[src/rtl/wb_shared_arbiter.sv]
// wb_shared_arbiter: N-master to 1-slave classic Wishbone arbiter.
// Round-robin grant held for a whole CYC, with a stall timeout that
// answers the owner with ERR so a hung slave cannot lock the bus.
module wb_shared_arbiter #(
   parameter int unsigned NUM_MASTERS    = 4,
   parameter int unsigned AW             = 32,
   parameter int unsigned DW             = 32,
   parameter int unsigned TIMEOUT_CYCLES = 255
) (
   input  logic                          wb_clk_i,
   input  logic                          wb_rst_i,
   input  logic [NUM_MASTERS-1:0]        m_cyc_i,
   input  logic [NUM_MASTERS-1:0]        m_stb_i,
   input  logic [NUM_MASTERS-1:0]        m_we_i,
   input  logic [NUM_MASTERS*DW/8-1:0]   m_sel_i,
   input  logic [NUM_MASTERS*AW-1:0]     m_adr_i,
   input  logic [NUM_MASTERS*DW-1:0]     m_dat_i,
   output logic [DW-1:0]                 m_dat_o,
   output logic [NUM_MASTERS-1:0]        m_ack_o,
   output logic [NUM_MASTERS-1:0]        m_err_o,
   output logic                          s_cyc_o,
   output logic                          s_stb_o,
   output logic                          s_we_o,
   output logic [DW/8-1:0]               s_sel_o,
   output logic [AW-1:0]                 s_adr_o,
   output logic [DW-1:0]                 s_dat_o,
   input  logic                          s_ack_i,
   input  logic                          s_err_i,
   input  logic [DW-1:0]                 s_dat_i,
   output logic [NUM_MASTERS-1:0]        grant_o,
   output logic                          timeout_o
);

   localparam int unsigned SW = DW / 8;
   localparam int unsigned IW = (NUM_MASTERS > 1) ? $clog2(NUM_MASTERS) : 1;
   localparam int unsigned CW = 16;

   typedef enum logic {IDLE, OWNED} state_t;

   state_t                 state_q, state_d;
   logic [NUM_MASTERS-1:0] grant_q, grant_d;
   logic [IW-1:0]          owner_q, owner_d;
   logic [IW-1:0]          ptr_q, ptr_d;
   logic [IW-1:0]          pick;
   logic                   found;
   int unsigned            idx;
   logic [CW-1:0]          cnt_q;
   logic                   timeout_q;
   logic [NUM_MASTERS-1:0] to_err_q;
   logic                   owner_cyc, owner_stb, owner_we;
   logic                   stall, expire;

   // Owner's own control lines; all zero while idle since grant is zero
   assign owner_cyc = |(m_cyc_i & grant_q);
   assign owner_stb = |(m_stb_i & grant_q);
   assign owner_we  = |(m_we_i & grant_q);

   // Stall accounting toward the timeout
   assign stall  = s_stb_o & ~s_ack_i & ~s_err_i;
   assign expire = (TIMEOUT_CYCLES != 0) && stall &&
                   (cnt_q == CW'(TIMEOUT_CYCLES - 1));

   assign m_dat_o   = s_dat_i;
   assign grant_o   = grant_q;
   assign timeout_o = timeout_q;

   // State register
   always_ff @(posedge wb_clk_i or posedge wb_rst_i) begin
      if (wb_rst_i) state_q <= IDLE;
      else          state_q <= state_d;
   end

   // Grant, owner and round-robin pointer; pointer resets so master 0 wins first
   always_ff @(posedge wb_clk_i or posedge wb_rst_i) begin
      if (wb_rst_i) begin
         grant_q <= '0;
         owner_q <= '0;
         ptr_q   <= IW'(NUM_MASTERS - 1);
      end else begin
         grant_q <= grant_d;
         owner_q <= owner_d;
         ptr_q   <= ptr_d;
      end
   end

   // Wait counter and the one-cycle timeout ERR pulse toward the owner
   always_ff @(posedge wb_clk_i or posedge wb_rst_i) begin
      if (wb_rst_i) begin
         cnt_q     <= '0;
         timeout_q <= 1'b0;
         to_err_q  <= '0;
      end else begin
         timeout_q <= expire;
         to_err_q  <= expire ? grant_q : '0;
         if ((TIMEOUT_CYCLES == 0) || !stall || expire) cnt_q <= '0;
         else                                           cnt_q <= cnt_q + CW'(1);
      end
   end

   // Next state: round-robin pick from pointer+1 upward, release when owner drops CYC
   always_comb begin
      state_d = state_q;
      grant_d = grant_q;
      owner_d = owner_q;
      ptr_d   = ptr_q;
      pick    = ptr_q;
      found   = 1'b0;
      idx     = 0;
      for (int unsigned i = 1; i <= NUM_MASTERS; i++) begin
         idx = (32'(ptr_q) + i) % NUM_MASTERS;
         if (!found && m_cyc_i[IW'(idx)]) begin
            pick  = IW'(idx);
            found = 1'b1;
         end
      end
      case (state_q)
         IDLE: begin
            if (found) begin
               state_d = OWNED;
               grant_d = NUM_MASTERS'(1) << pick;
               owner_d = pick;
            end
         end
         OWNED: begin
            if (!owner_cyc) begin
               state_d = IDLE;
               grant_d = '0;
               ptr_d   = owner_q;
            end
         end
         default: state_d = IDLE;
      endcase
   end

   // Outputs: owner mux toward the slave, ACK/ERR routed back to the owner only
   always_comb begin
      s_cyc_o = 1'b0;
      s_stb_o = 1'b0;
      s_we_o  = 1'b0;
      s_sel_o = '0;
      s_adr_o = '0;
      s_dat_o = '0;
      m_ack_o = '0;
      m_err_o = to_err_q;
      if (state_q == OWNED) begin
         s_cyc_o = owner_cyc;
         s_stb_o = owner_cyc & owner_stb & ~timeout_q;
         s_we_o  = owner_cyc & owner_we;
         for (int unsigned i = 0; i < NUM_MASTERS; i++) begin
            if (grant_q[i]) begin
               s_sel_o = m_sel_i[i*SW +: SW];
               s_adr_o = m_adr_i[i*AW +: AW];
               s_dat_o = m_dat_i[i*DW +: DW];
            end
         end
         // A late slave response in the timeout cycle is dropped
         if (!timeout_q) begin
            m_ack_o = grant_q & {NUM_MASTERS{s_ack_i}};
            m_err_o = grant_q & {NUM_MASTERS{s_err_i}};
         end
      end
   end

endmodule

[config.mk]
export PLATFORM = sky130hd
export DESIGN_NAME = wb_shared_arbiter
export DESIGN_NICKNAME = d
export VERILOG_FILES = /design/src/rtl/wb_shared_arbiter.sv
export SDC_FILE = /design/constraint.sdc
export NUM_CORES = 1
export LEC_CHECK = 0
export ABC_AREA = 1
export ABC_CLOCK_PERIOD_IN_PS = 4100
export BUFFER_PORTS_ARGS = -buffer_cell sky130_fd_sc_hd__buf_2
export CAP_MARGIN = 15
export CORE_AREA = 2 2 169 171
export CTS_CLUSTER_SIZE = 16
export DETAILED_ROUTE_END_ITERATION = 7
export DIE_AREA = 0 0 171 173
export PLACE_DENSITY = 0.44
export SLEW_MARGIN = 10
export SYNTH_ARGS = -nofsm -noshare
export SYNTH_HDL_FRONTEND = slang
export SYNTH_SLANG_ARGS = --single-unit
[constraint.sdc]
create_clock -name wb_clk_i -period 4.1 [get_ports wb_clk_i]
set_input_delay 0.41 -clock wb_clk_i [delete_from_list [all_inputs] [get_ports wb_clk_i]]
set_output_delay 0.41 -clock wb_clk_i [all_outputs]
set_load 0.02 [all_outputs]
==> impl_metrics.csv, run 1 <==
group,metric,value,unit
cells_and_area,utilization,23.0,%
detailed_routing,via_per_inst,4.44,
setup_path,path_buf_inv,3,
yosys,synth_cell_type_count,33,
setup_path,path_cells,"clkinv_2, buf_12, o21ai_0, o21ai_0, a21oi_1, buf_2",
setup_path,cpLargestDelayFamily,"buffers and inverters",
yosys,netlist.top_cell.by_area,"o21ai_0",
die,start_util,15.4,%
sta,rsz0062_at_grt,"false",
placement,dp_hpwl,19.1,mm
die,core_area,27600,um^2
setup_path,critPathSlowestCell,"clkinv_2",
setup_path,cp_max_fo,71,
cts,clock_latency,270,ps
yosys,synthArstFlopShare,100,%
yosys,synth_most_common_cell,"o21ai_0",
setup_path,r2r_setup_slack,1810,ps
yosys,synth_nets,1068,
setup_path,endpoint_kind,"output port",
cts,cts_resized,0,
yosys,yosys-top-cells-count,"201 x o21ai_0, 140 x a21oi_1, 92 x nor2_1",
detailed_routing,routed-via-count,6310,
cts,hold_buffers,0,
setup_path,rr_worst_depth,6,
global_routing,grt_pass1_wl,35.1,mm
global_routing,grt-ovfl-total,0,
setup_path,start_kind,"register",
yosys,syn-cell-area,4240,um^2
cts,numCtsBuffers,5,
power_and_ir_drop,power_leakage,3.14,nW
yosys,postSynthCellCount,746,
global_routing,grt_max_degree,81,
cells_and_area,nets,1363,
yosys,yosysSeqAreaShare,17.8,%
cells_and_area,antennaDiodeCount,0,
setup_path,setup.worst_path.class,"register to output port",
yosys,yosys_register_bits,30,
die,boundaryPins,436,
setup_path,crit-reg2reg-launch,"state_q",
cts,clk_transition_reported_paths,50,ps
cts,cts_sinks,30,
cts,clockBufferDepth,2,
setup_path,max_stage_delay,660,ps
setup_path,reg2reg_to,"cnt_q[0]",
detailed_routing,drcViolationCount,0,
sta,timing.fmax,325,MHz
power_and_ir_drop,powerDensity,606,nW/um^2
sta,setup_tns,0,ps
placement,place_inst,1412,
global_routing,grt_usage,15.2,%
detailed_routing,routed_wl,24.4,mm
yosys,synth_top_cells_by_area,"o21ai_0 24%, a21oi_1 17%, dfrtp_1 17%",
detailed_routing,drtIter0Drc,277,
sta,finalSetupViolations,0,
global_routing,busiest_layer,"met2",
global_routing,globalRouteMet3Util,4.01,%
setup_path,cp_common_cell,"o21ai_0",
yosys,synth-edff-count,0,
cts,cts-htree-levels,2,
die,die_h,173,um
sta,fin_worst_skew,3.78,ps
cells_and_area,stdcell_count,1420,
cts,tritoncts,"yes",
die,die_w,171,um
global_routing,grt_pass1_vias,5971,
global_routing,grt_use_met1,19.3,%
die,rows,61,
cells_and_area,area.growth.synth_to_final,49.9,%
run,drv_cap,0,
yosys,syn_avg_cell_area,5.69,um^2
setup_path,cp.arrival,2670,ps
yosys,yosysWarningCount,0,
setup_path,crit_end,"s_adr_o[26]",
sta,setup_ws,1020,ps
die,die_area,29600,um^2
sta,drv_slew,0,
min_path,min_path_type,"primary input to asynchronous set/reset pin",
sta,finalHoldViolations,0,
global_routing,antenna_found_initial,1,
detailed_routing,dr.pass1.iters,5,
sta,finalCritPeriodShare,75.1,%
yosys,ys.flop_type,"dfrtp_1",
run_status,status,"finished clean",
cts,cts_root_buf,"clkbuf_16",
yosys,synth_top_area_share,23.7,%
cts,cts_setup_buffers,0,
cells_and_area,drive_gt1_share,40.4,%
setup_path,crit_start,"grant_o[2]",
sta,fin_crit,3080,ps
setup_path,crit_cells,6,
power_and_ir_drop,ir_drop,0.211,mV
detailed_routing,ant_nets,0,
sta,max_slew_margin,40.8,%
placement,gp_congestion,0.926,
placement,post-place-ws,1330,ps
detailed_routing,wl_per_cell,17.2,um
global_routing,grt_use_met2,26.3,%
setup_path,crit_required,3690,ps
placement,port_buffers,371,
sta,worst_pin_slew,888,ps
cells by family (layout without fill, tap and decap cells):
| kind of cell | Yosys count | count (layout) | synth area share, % |
|---|---|---|---|
| AND/OR/NAND/NOR | 227 | 227 | 23.0 |
| XOR/XNOR | 11 | 11 | 2.27 |
| buffers and inverters | 122 | 418 | 14.1 |
| flip-flops | 30 | 30 | 17.8 |
| AO/OA/AOI/OAI | 354 | 354 | 42.3 |
| adder cells (fa/ha/maj) | 2 | 2 | 0.590 |
sequential cells by signal (all words and copies together), names as in the netlist:
name       count
cnt_q         16
grant_o        4
to_err_q       4
owner_q        2
ptr_q          2
state_q        1
timeout_o      1
area by class of cell:
type / count / area, um^2
repair buffers: 382 / 1980
clock buffers: 7 / 143
well taps: 378 / 473
flip-flops and latches: 30 / 757
inverters: 28 / 114
multi-input cells: 594 / 2890
clock inverters: 1 / 5.00
fillers: 3240 / 21300
layout by cell type, fill, tap and decap left out, drive strengths merged:
cell type	instances
xnor2	3
buf	382
nor4	2
clkbuf	7
o22ai	1
a21oi	141
a221oi	1
nand3	20
o21ai	208
o21bai	1
xor2	8
dfstp	2
nand4	5
nor3b	2
nand2	86
inv	27
nor2	104
nor3	8
ha	2
dfrtp	28
a22o	2
clkinv	2
metal layers:
metal  wire (um)  vias to the layer above
met1       10400                     2849
met3        2150                       27
li1            -                     3124
met4         306                        2
met2       11500                      308
met5          11                        -
stage by stage:
stage	area, um^2	hold WS, ps	total power, mW
6_report	6360	201	3.86
5_1_grt	6360	285	4.24
4_1_cts	6360	224	3.90
3_5_place_dp	6210	480	3.52
3_3_place_gp	6210	471	3.53
2_1_floorplan	4240	450	2.43
worst min path at each step:
stage	startpoint	to	slack [ps]
final	wb_rst_i	owner_q[0]	200
after detailed placement	owner_q[1]	owner_q[1]	480
after global placement	owner_q[1]	owner_q[1]	470
after global routing	wb_rst_i	owner_q[0]	290
after floorplan	owner_q[1]	owner_q[1]	450
after CTS	wb_rst_i	owner_q[0]	220
power breakdown:
| part | internal [mW] | total, mW | switching [mW] |
|---|---|---|---|
| clock | 0.240 | 0.363 | 0.123 |
| sequential | 0.347 | 0.485 | 0.138 |
| combinational | 0.955 | 3.01 | 2.05 |
| total | 1.54 | 3.86 | 2.31 |
worst register-to-register path, delay by kind of cell (launching register included):
family        cells  cell delay [ps]
flops             1              920
buf+inv           2              270
simple gates      4             1020
(Power assumes the default switching activity.)
==> run 2, diff against run 1 <==
ABC_CLOCK_PERIOD_IN_PS = 2600   (was 4100)
CORE_AREA = 2 2 170 172   (was 2 2 169 171)
DIE_AREA = 0 0 172 174   (was 0 0 171 173)
PLACE_DENSITY = 0.45   (was 0.44)
clock period = 2.6 ns   (was 4.1 ns; I/O delays follow)
==> impl_metrics.csv, run 2 (synthesis results as in run 1) <==
group,metric,value,unit
detailed_routing,routed_wl,24.9,mm
die,start_util,15.0,%
cells_and_area,antennaDiodeCount,0,
setup_path,max_stage_delay,430,ps
sta,max_slew_margin,56.7,%
sta,worst_pin_slew,649,ps
setup_path,endpoint_kind,"output port",
cts,clockBufferDepth,2,
cts,cts_sinks,30,
cells_and_area,final_common_cell,"buf_2",
detailed_routing,via_per_inst,4.38,
cells_and_area,layout_common_cells,"371 x buf_2, 201 x o21ai_0, 140 x a21oi_1",
sta,finalSetupViolations,0,
setup_path,crit-reg2reg-launch,"state_q",
die,die_w,172,um
die,die_h,174,um
cells_and_area,finish.instance_area,6450,um^2
sta,rsz0062_at_grt,"false",
global_routing,grt_usage,15.3,%
sta,holdWs,79.0,ps
global_routing,grt_max_degree,85,
setup_path,crit_start,"grant_o[1]",
placement,port_buffers,371,
power_and_ir_drop,powerDensity,956,nW/um^2
cts,tritoncts,"yes",
global_routing,grt-ovfl-total,0,
sta,drv_slew,0,
die,core_area,28200,um^2
cts,cts-htree-levels,2,
detailed_routing,wl_per_cell,17.3,um
die,boundaryPins,436,
global_routing,grt_pass1_vias,5923,
run,drv_cap,0,
setup_path,crit_required,2340,ps
cells_and_area,largest_register,"cnt_q",
power_and_ir_drop,power_leakage,3.19,nW
cells_and_area,nets,1372,
cells_and_area,final.fill_count,3384,
placement,dpl_cell_area,6310,um^2
cts,hold_buffers,0,
sta,finalCritPeriodShare,90.4,%
cells_and_area,drive_gt1_share,40.7,%
cts,cts_resized,0,
sta,finalHoldViolations,0,
run_status,status,"finished clean",
sta,timing.fmax,426,MHz
cells_and_area,area.growth.synth_to_final,52.0,%
detailed_routing,drcViolationCount,0,
placement,dp_hpwl,19.7,mm
cts,cts_setup_buffers,0,
die,die_area,29900,um^2
setup_path,setup.worst_path.class,"register to output port",
die,rows,62,
sta,setup_tns,0,ps
cts,clk_transition_reported_paths,50,ps
detailed_routing,ant_nets,0,
power_and_ir_drop,ir_drop,0.254,mV
detailed_routing,dr.pass1.iters,5,
sta,fin_crit,2350,ps
setup_path,start_kind,"register",
placement,gp_congestion,0.845,
cells_and_area,utilization,22.8,%
setup_path,path_cells,"buf_4, a21oi_1, o21ai_0, o21ai_0, a21oi_1, buf_2",
power_and_ir_drop,p_total,6.17,mW
sta,fin_worst_skew,5.98,ps
detailed_routing,drtIter0Drc,404,
setup_path,cp.arrival,2090,ps
global_routing,grt_pass1_wl,34.8,mm
detailed_routing,routed-via-count,6285,
min_path,min_path_type,"primary input to asynchronous set/reset pin",
setup_path,cp_max_fo,41,
cts,clock_latency,270,ps
setup_path,critPathSlowestCell,"buf_4",
global_routing,antenna_found_initial,0,
cells_and_area,largest_reg_flops,16,
cts,numCtsBuffers,5,
cts,cts_root_buf,"clkbuf_16",
-- run 2: changes by cell type in the layout (fill, tap and decap cells not counted), sizes merged --
cell / delta
buf: +9
clkbuf: +1
clkinv: -1
-- run 2: layer usage --
layer | GRT usage, % | vias to the layer above | wire length, um
met3 | 5.15 | 19 | 2570
met5 | 0 | - | 0
met2 | 26.1 | 275 | 11700
met1 | 19.2 | 2851 | 10400
met4 | 1.89 | 0 | 189
li1 | - | 3140 | -
-- run 2: final timing paths --
| check | end | slack (ps) | cells past startpoint |
|---|---|---|---|
| setup / recovery | s_adr_o[11] | 250 | 6 |
| hold / removal | owner_q[0] | 80 | 2 |
| setup reg to reg | cnt_q[13] | 650 | 6 |
| hold reg to reg | owner_q[1] | 480 | 2 |
| max in group asynchronous | to_err_q[0] | 1910 | 3 |
| min in group wb_clk_i | timeout_o | 420 | 4 |
-- run 2: final cells by class --
| class | instances | area, um^2 | area share [%] |
|---|---|---|---|
| Multi-Input combinational cell | 594 | 2890 | 44.8 |
| Timing Repair Buffer | 391 | 2070 | 32.1 |
| Sequential cell | 30 | 757 | 11.7 |
| Tap cell | 384 | 480 | 7.45 |
| Clock buffer | 8 | 136 | 2.11 |
| Inverter | 28 | 114 | 1.77 |
-- run 2: critical path: cells and delay by family, from the launching register on --
kind / cells / cell delay [ps]
DFF: 1 / 380
buffers and inverters: 2 / 610
AOI/OAI and AO/OA: 4 / 810
-- run 2: per-stage QoR --
step           cells  worst slack [ps]
3_3_place_gp    1427               507
6_report        1435               250
3_5_place_dp    1427               497
2_1_floorplan    746               668
5_1_grt         1435              25.1
4_1_cts         1435               198
-- run 2: power breakdown --
| part | total, mW | switching (mW) | internal [mW] |
|---|---|---|---|
| registers | 0.683 | 0.133 | 0.549 |
| clock network | 0.534 | 0.180 | 0.354 |
| logic | 4.95 | 3.37 | 1.58 |
| total | 6.17 | 3.69 | 2.48 |
==> run 3, diff against run 2 <==
CORE_AREA = 2 2 168 170   (was 2 2 170 172)
CTS_BUF_LIST = sky130_fd_sc_hd__clkbuf_2   (was not set)
DIE_AREA = 0 0 170 172   (was 0 0 172 174)
PLACE_DENSITY = 0.46   (was 0.45)
==> impl_metrics.csv, run 3 (synthesis results as in run 1) <==
group,metric,value,unit
sta,drv_slew,0,
sta,holdWs,345,ps
power_and_ir_drop,power_leakage,3.19,nW
global_routing,grt_pass1_vias,5895,
cells_and_area,largest_reg_flops,16,
power_and_ir_drop,powerDensity,933,nW/um^2
sta,max_slew_margin,52.1,%
sta,fin_worst_skew,19.9,ps
setup_path,cp_max_fo,42,
cells_and_area,largest_register,"cnt_q",
sta,finalCritPeriodShare,92.6,%
cts,cts-htree-levels,2,
die,rows,61,
sta,setup_tns,0,ps
die,boundaryPins,436,
detailed_routing,via_per_inst,4.52,
detailed_routing,routed_wl,24.3,mm
cells_and_area,drive_gt1_share,41.1,%
detailed_routing,routed-via-count,6336,
cts,clk_transition_reported_paths,180,ps
detailed_routing,dr.pass1.iters,4,
cts,cts_root_buf,"clkbuf_2",
global_routing,grt-ovfl-total,0,
setup_path,crit_required,2340,ps
global_routing,antenna_found_initial,0,
sta,rsz0062_at_grt,"false",
cts,tritoncts,"yes",
run,drv_cap,0,
setup_path,setup.worst_path.class,"register to output port",
power_and_ir_drop,ir_drop,0.234,mV
global_routing,grt_pass1_wl,34.1,mm
cts,clockBufferDepth,2,
sta,worst_pin_slew,717,ps
cells_and_area,antennaDiodeCount,0,
cells_and_area,nets,1377,
global_routing,grt_usage,15.2,%
cells_and_area,area.growth.synth_to_final,50.3,%
cells_and_area,layout_common_cells,"371 x buf_2, 200 x o21ai_0, 140 x a21oi_1",
sta,timing.fmax,415,MHz
run_status,status,"finished clean",
min_path,min_path_type,"primary input to register",
sta,finalHoldViolations,0,
sta,setup_ws,191,ps
placement,port_buffers,371,
cells_and_area,final_common_cell,"buf_2",
cells_and_area,utilization,23.2,%
sta,fin_crit,2410,ps
cts,clock_latency,400,ps
detailed_routing,ant_nets,0,
die,die_w,170,um
die,die_h,172,um
setup_path,cp.arrival,2150,ps
detailed_routing,wl_per_cell,17.3,um
sta,finalSetupViolations,0,
die,core_area,27500,um^2
cts,numCtsBuffers,5,
setup_path,start_kind,"register",
die,die_area,29200,um^2
placement,post-place-ws,589,ps
cts,cts_sinks,30,
setup_path,endpoint_kind,"output port",
detailed_routing,drcViolationCount,0,
placement,dp_hpwl,19.6,mm
placement,gp_congestion,0.763,
global_routing,grt_max_degree,85,
detailed_routing,drtIter0Drc,369,
die,start_util,15.4,%
run 3: area by class of cell:
type	count	area [um^2]
sequential	30	757
clock buffer	5	25.0
multi-input combinational	594	2890
fill	3217	21100
timing repair buffer	396	2130
inverter	28	116
clock inverter	3	16.3
tap	346	433
run 3: metal layers:
metal | wire length, um | GRT usage [%] | vias up
li1 | - | - | 3149
met1 | 10500 | 20.0 | 2889
met2 | 11500 | 25.5 | 268
met3 | 1860 | 3.36 | 30
met4 | 429 | 3.53 | 0
met5 | 0 | 0 | -
run 3: where the power goes:
part | internal [mW] | switching, mW
Clock | 0.0611 | 0.188
Sequential | 0.548 | 0.0947
Combinational | 1.64 | 3.41
Total | 2.25 | 3.69
run 3: final timing paths:
| check | from | to | slack, ps | cells after the start |
|---|---|---|---|---|
| worst min-delay path | s_ack_i | timeout_o | 350 | 4 |
| worst max-delay path | grant_o[1] | s_dat_o[4] | 190 | 7 |
| min in group asynchronous | wb_rst_i | cnt_q[8] | 500 | 3 |
| worst min register to register | cnt_q[0] | cnt_q[0] | 500 | 1 |
| worst max register to register | grant_o[1] | cnt_q[15] | 560 | 6 |
| max in group asynchronous | wb_rst_i | to_err_q[0] | 1430 | 4 |
run 3: what timing repair did:
| action | 4_1_cts | 5_1_grt |
|---|---|---|
| endpoints found under the hold margin | 14 | 0 |
| resized for setup | 0 | 2 |
| setup buffers | 0 | 0 |
| endpoints found under the setup margin | 0 | 14 |
| hold buffers | 1 | 0 |
run 3: through the flow:
step | cells | power (mW) | area [um^2]
4_1_cts | 1402 | 6.02 | 6370
5_1_grt | 1402 | 6.59 | 6370
3_3_place_gp | 1393 | 5.74 | 6320
6_report | 1402 | 5.95 | 6370
2_1_floorplan | 746 | 3.82 | 4240
3_5_place_dp | 1393 | 5.73 | 6320
run 3: critical path: stages (launching register included):
cell and delay [ps]:
dfrtp_2 490, inv_4 140, buf_12 230, nor2_1 60
o21ai_0 140, o21ai_0 100, a21oi_1 320, buf_2 250
